**src/rtl/pipeline_pkg.sv**
```systemverilog
// Shared pipeline definitions: forwarding-select codes, slot metadata, hazard helper.
package pipeline_pkg;

  localparam int unsigned DEF_REG_ADDR_W = 5;

  localparam logic [1:0] FWD_SEL_RF    = 2'b00;
  localparam logic [1:0] FWD_SEL_EXMEM = 2'b01;
  localparam logic [1:0] FWD_SEL_MEMWB = 2'b10;

  typedef struct packed {
    logic                      valid;
    logic [DEF_REG_ADDR_W-1:0] rd;
    logic                      reg_write;
    logic                      mem_read;
  } slot_t;

  // A producer hits a source only if it really writes a non-x0 register with that index.
  function automatic logic reg_hit(input logic                      wr,
                                   input logic [DEF_REG_ADDR_W-1:0] rd,
                                   input logic [DEF_REG_ADDR_W-1:0] rs);
    return wr && (rd != '0) && (rd == rs);
  endfunction

endpackage

```
**src/rtl/fwd_select.sv**
```systemverilog
// Per-operand forwarding priority encoder; the nearer producer wins.
module fwd_select
  import pipeline_pkg::*;
#(
  parameter int unsigned REG_ADDR_W = DEF_REG_ADDR_W
) (
  input  logic                  uses,
  input  logic [REG_ADDR_W-1:0] rs,
  input  slot_t                 ex_slot,
  input  logic                  mem_wr,
  input  logic [REG_ADDR_W-1:0] mem_rd,
  output logic [1:0]            sel_c
);

  logic ex_hit;
  logic mem_hit;

  always_comb begin
    ex_hit  = uses && reg_hit(ex_slot.valid && ex_slot.reg_write, ex_slot.rd, rs);
    mem_hit = uses && reg_hit(mem_wr, mem_rd, rs);
    sel_c   = FWD_SEL_RF;
    // A load in EX has no ALU result yet; it falls through to the MEM/WB path or stalls.
    if (ex_hit && !ex_slot.mem_read) begin
      sel_c = FWD_SEL_EXMEM;
    end else if (mem_hit) begin
      sel_c = FWD_SEL_MEMWB;
    end
  end

endmodule

```
**src/rtl/forwarding_unit.sv**
```systemverilog
// Hazard detection and ALU-operand forwarding control for the 5-stage pipeline.
// Optional statistics counters enabled by defining FWD_STATS_EN.
module forwarding_unit
  import pipeline_pkg::*;
#(
  parameter int unsigned REG_ADDR_W = DEF_REG_ADDR_W,
  parameter int unsigned CNT_W      = 16
) (
  input  logic                  clk,
  input  logic                  arst_n,
  input  logic                  id_valid,
  input  logic [REG_ADDR_W-1:0] id_rs1,
  input  logic [REG_ADDR_W-1:0] id_rs2,
  input  logic                  id_uses_rs1,
  input  logic                  id_uses_rs2,
  input  logic [REG_ADDR_W-1:0] id_rd,
  input  logic                  id_reg_write,
  input  logic                  id_mem_read,
  input  logic                  flush,
  output logic [1:0]            fwd_sel_a,
  output logic [1:0]            fwd_sel_b,
  output logic                  stall,
  output logic [CNT_W-1:0]      stall_count,
  output logic [CNT_W-1:0]      fwd_count
);

  // WB-distance hazards are covered by register-file write-through, so only
  // the EX slot and the write-relevant part of the MEM slot are kept.
  slot_t                 ex_q;
  logic                  mem_wr_q;
  logic [REG_ADDR_W-1:0] mem_rd_q;
  logic [1:0]            sel_a_c;
  logic [1:0]            sel_b_c;
  logic                  load_use;
  logic                  bubble;

  always_comb begin
    load_use = ex_q.mem_read &&
               ((id_uses_rs1 && reg_hit(ex_q.valid && ex_q.reg_write, ex_q.rd, id_rs1)) ||
                (id_uses_rs2 && reg_hit(ex_q.valid && ex_q.reg_write, ex_q.rd, id_rs2)));
    stall    = id_valid && !flush && load_use;
    bubble   = stall || flush || !id_valid;
  end

  fwd_select #(.REG_ADDR_W(REG_ADDR_W)) u_sel_a (
    .uses    (id_uses_rs1),
    .rs      (id_rs1),
    .ex_slot (ex_q),
    .mem_wr  (mem_wr_q),
    .mem_rd  (mem_rd_q),
    .sel_c   (sel_a_c)
  );

  fwd_select #(.REG_ADDR_W(REG_ADDR_W)) u_sel_b (
    .uses    (id_uses_rs2),
    .rs      (id_rs2),
    .ex_slot (ex_q),
    .mem_wr  (mem_wr_q),
    .mem_rd  (mem_rd_q),
    .sel_c   (sel_b_c)
  );

  // Slot advance; selects are captured as the instruction enters EX.
  always_ff @(posedge clk or negedge arst_n) begin
    if (!arst_n) begin
      ex_q      <= '0;
      mem_wr_q  <= 1'b0;
      mem_rd_q  <= '0;
      fwd_sel_a <= FWD_SEL_RF;
      fwd_sel_b <= FWD_SEL_RF;
    end else begin
      mem_wr_q <= ex_q.valid && ex_q.reg_write;
      mem_rd_q <= ex_q.rd;
      if (bubble) begin
        ex_q      <= '0;
        fwd_sel_a <= FWD_SEL_RF;
        fwd_sel_b <= FWD_SEL_RF;
      end else begin
        ex_q.valid     <= 1'b1;
        ex_q.rd        <= id_rd;
        ex_q.reg_write <= id_reg_write;
        ex_q.mem_read  <= id_mem_read;
        fwd_sel_a      <= sel_a_c;
        fwd_sel_b      <= sel_b_c;
      end
    end
  end

`ifdef FWD_STATS_EN
  logic [CNT_W-1:0] stall_cnt_q;
  logic [CNT_W-1:0] fwd_cnt_q;

  // Saturating event counters.
  always_ff @(posedge clk or negedge arst_n) begin
    if (!arst_n) begin
      stall_cnt_q <= '0;
      fwd_cnt_q   <= '0;
    end else begin
      if (stall && (stall_cnt_q != '1)) begin
        stall_cnt_q <= stall_cnt_q + CNT_W'(1);
      end
      if (((fwd_sel_a | fwd_sel_b) != 2'b00) && (fwd_cnt_q != '1)) begin
        fwd_cnt_q <= fwd_cnt_q + CNT_W'(1);
      end
    end
  end

  assign stall_count = stall_cnt_q;
  assign fwd_count   = fwd_cnt_q;
`else
  assign stall_count = '0;
  assign fwd_count   = '0;
`endif

endmodule

```
**config.mk**
```make
export PLATFORM = sky130hd
export DESIGN_NAME = forwarding_unit
export DESIGN_NICKNAME = d
export VERILOG_FILES = /design/src/rtl/pipeline_pkg.sv /design/src/rtl/fwd_select.sv /design/src/rtl/forwarding_unit.sv
export SDC_FILE = /design/constraint.sdc
export NUM_CORES = 1
export LEC_CHECK = 0
export ABC_AREA = 0
export CAP_MARGIN = 15
export CORE_ASPECT_RATIO = 1.4
export CORE_MARGIN = 3
export CORE_UTILIZATION = 38
export DETAILED_ROUTE_END_ITERATION = 8
export GPL_TIMING_DRIVEN = 0
export PLACE_DENSITY_LB_ADDON = 0.2
export SLEW_MARGIN = 10
export SYNTH_ARGS = -nofsm -noshare
export SYNTH_HDL_FRONTEND = slang
export SYNTH_HIERARCHICAL = 1
export SYNTH_SLANG_ARGS = --single-unit
```
**constraint.sdc**
```tcl
create_clock -name clk -period 1.95 [get_ports clk]
set_clock_uncertainty 0.05 [all_clocks]
set_input_delay 0.39 -clock clk [delete_from_list [all_inputs] [get_ports clk]]
set_output_delay 0.39 -clock clk [all_outputs]
set_load 0.02 [all_outputs]
```
==> impl_metrics.json <==
{
  "rr_startpoint": "ex_q[4]",
  "fill_cells": 302,
  "dieArea_sq_um": 4260,
  "rows": 24,
  "setup_slack_ns": -0.220,
  "dp_slack_ns": -0.950,
  "switchingPower_w": 0.000266,
  "setup_viol": 1,
  "via_per_inst": 4.41,
  "hpwl_um": 2330,
  "cts_tree": "yes",
  "cp_max_fo": 2,
  "nNetsFinal": 229,
  "ff2ff_path_depth": 7,
  "firstDrtPassIters": 4,
  "antenna_cells": 0,
  "fin_crit_ns": 2.17,
  "yosysWarnings": 6,
  "finalInstanceArea_sq_um": 1880,
  "portBuffers": 27,
  "clock_power_share_pct": 31.0,
  "synthCells": 137,
  "grt_overflow_total": 0,
  "synth.top_cell.area_share_pct": 33.8,
  "synth-async-reset-ratio_pct": 100,
  "synth.distinct_cells": 29,
  "crit_required_ns": 1.51,
  "antenna_found_initial": 0,
  "min_path_type": "flip-flop to flip-flop",
  "status": "complete, but fails checks",
  "die_y_um": 76.1,
  "cp_slowest_stage_delay_ns": 0.53,
  "slew_headroom_pct": 47.9,
  "tightest_slew_ns": 0.779,
  "endpoint": "stall",
  "ir_drop_uv": 488,
  "synth_flop_cell": "dfrtp_1",
  "gp_congestion": 0.895,
  "post-place-cells": 234,
  "period_share_pct": 111,
  "start_kind": "flip-flop",
  "die_w_um": 56.0,
  "cts.clk_slew.worst_paths_ns": 0.07,
  "p_per_area_nw_per_um2": 508,
  "critPathCaptureType": "primary output",
  "crit_chain": "or4_1 > o211a_1 > and3_4 > buf_6",
  "cts.hold.buffers_added": 0,
  "violations": "setup timing",
  "initial_core_util_pct": 41.1,
  "grt_pass1_wl_um": 4600,
  "synthTopCellsByCount": "32 x buf_4, 24 x xnor2_1, 18 x dfrtp_1, 15 x nand2_1, 10 x a21oi_2",
  "ys_seq_area_share_pct": 33.8,
  "grt_usage_pct": 13.4,
  "syn_area_per_cell_sq_um": 9.73,
  "wirelength_um": 2930,
  "clockRootBuffer": "clkbuf_8",
  "hold_viol_final": 0,
  "path_class": "flip-flop to primary output",
  "cp-startpoint": "ex_q[3]",
  "rsz0062_at_grt": "yes",
  "synth_edf_count": 0,
  "synth-seq-cells": 18,
  "critPathSlowestCell": "or4_1",
  "power_w": 0.000955,
  "io_pins": 60,
  "cts_sinks": 18,
  "comb_power_share_pct": 27.4,
  "dpl_cell_area_sq_um": 1770,
  "synth_area_sq_um": 1330,
  "synth_area_leader_cell": "dfrtp_1",
  "dr_total_vias": 1075,
  "drt-initial-drc-count": 25,
  "p_int_w": 0.000690,
  "critPathBufInv": 1,
  "synth_most_common_cell": "buf_4",
  "p_seq_share_pct": 41.6,
  "ys_top_cells_by_area": "dfrtp_1 34%, buf_4 18%, xnor2_1 16%",
  "grt_pass1_vias": 1048,
  "cts_buffer_depth": 2,
  "wl_per_cell_um": 12.0,
  "drv_cap": 0,
  "core_sq_um": 3240,
  "cp_top_family": "simple AND/OR/NAND/NOR gates",
  "antenna_left": 0,
  "grt_max_degree": 19,
  "slew_viol_final": 0,
  "stdcell_count": 244,
  "htree_levels": 1,
  "cellLeakagePower_nw": 0.874,
  "insertion_delay_ns": 0.25,
  "whs_ns": 0.477,
  "r2r_setup_slack_ns": 0.19,
  "drive_gt1_share_pct": 32.7,
  "area_growth_pct": 41.0,
  "arrival_ns": 1.73,
  "cp_num_cells": 4,
  "r2r-end": "ex_q[7]",
  "swShare_pct": 27.8,
  "drcViolationCount": 0,
  "cts_inserted_buffers": 3,
  "fmax_mhz": 461
}
-- area by class of cell --
cell class / instances / area [sq um] / share of cell area (%)
repair buffers: 34 / 317 / 16.8
flip-flops and latches: 18 / 455 / 24.2
inverters: 2 / 7.51 / 0.399
plain buffers: 34 / 255 / 13.6
well taps: 39 / 48.8 / 2.60
multi-input cells: 113 / 741 / 39.4
clock buffers: 4 / 55.1 / 2.93
-- repair_timing --
action	4_1_cts	5_1_grt
pin swaps	1	0
cloned	0	0
endpoints found under the hold margin	0	0
setup endpoints to repair	11	11
gates resized for setup	20	1
setup buffers	7	0
-- power by group through the flow --
stage	sequential, W	clock [W]	combinational [W]
6_report	0.000398	0.000296	0.000261
5_1_grt	0.000399	0.000311	0.000282
4_1_cts	0.000398	0.000303	0.000260
3_5_place_dp	0.000411	0	0.000249
3_3_place_gp	0.000411	0	0.000245
2_1_floorplan	0.000405	0	0.000175
-- worst register-to-register path, cell delays in order, from the launching register on --
cell,delay (ns)
dfrtp_2,0.41
buf_4,0.18
xnor2_1,0.15
nand4_1,0.15
o22ai_2,0.22
buf_4,0.14
buf_4,0.21
a21boi_0,0.13
-- logic make-up after synthesis --
family / count (synthesis) / share of synthesized area, %
buf+inv: 37 / 20.1
xor+xnor: 26 / 17.1
flops: 18 / 33.8
compound gates: 22 / 15.5
simple gates: 33 / 13.2
other cells: 1 / 0.281
-- how the worst min path moves through the flow --
stage                        from     endpoint  slack [ns]  depth (start not counted)
after floorplan            arst_n      ex_q[0]        0.04                          0
after global placement    ex_q[1]     mem_wr_q        0.47                          1
after detailed placement  ex_q[1]     mem_wr_q        0.48                          1
after CTS                 ex_q[6]  mem_rd_q[4]        0.48                          0
after global routing      ex_q[6]  mem_rd_q[4]        0.50                          0
final                     ex_q[6]  mem_rd_q[4]        0.48                          0
-- stage by stage --
stage	setup TNS (ns)	utilization [%]
final	-0.220	57.9
after detailed placement	-3.91	54.5
after floorplan	0	-
after global placement	-3.33	54.5
after CTS	-0.198	58.0
after global routing	-0.255	57.9
-- routing by layer --
metal	GRT usage, %	up-vias	wire length, um
met5	0	-	0
met4	6.18	0	57
met3	2.71	6	213
met2	26.0	42	1610
met1	13.1	486	1050
li1	-	541	-
-- placed cells by master (no fill, tap or decap), drive strengths merged --
cell type,instances
a2111oi,2
a21boi,1
a21oi,11
and2,1
and3,1
buf,41
clkbuf,5
clkdlybuf4s50,17
conb,32
dfrtp,18
dlygate4sd2,8
dlymetal6s2s,1
inv,2
nand2,15
nand3,2
nand4,4
nand4b,2
nor2,2
nor2b,1
nor3,2
nor4,2
o2111ai,2
o211a,1
o21ai,2
o22ai,1
o41ai,2
or4,1
xnor2,24
xor2,2
-- state kept, by name (all words and copies together), names as in the netlist --
| name | count |
|---|---|
| fwd_sel_b | 2 |
| fwd_sel_a | 2 |
| mem_rd_q | 5 |
| mem_wr_q | 1 |
| ex_q | 8 |
No activity file was read; power rests on OpenSTA's default activity.
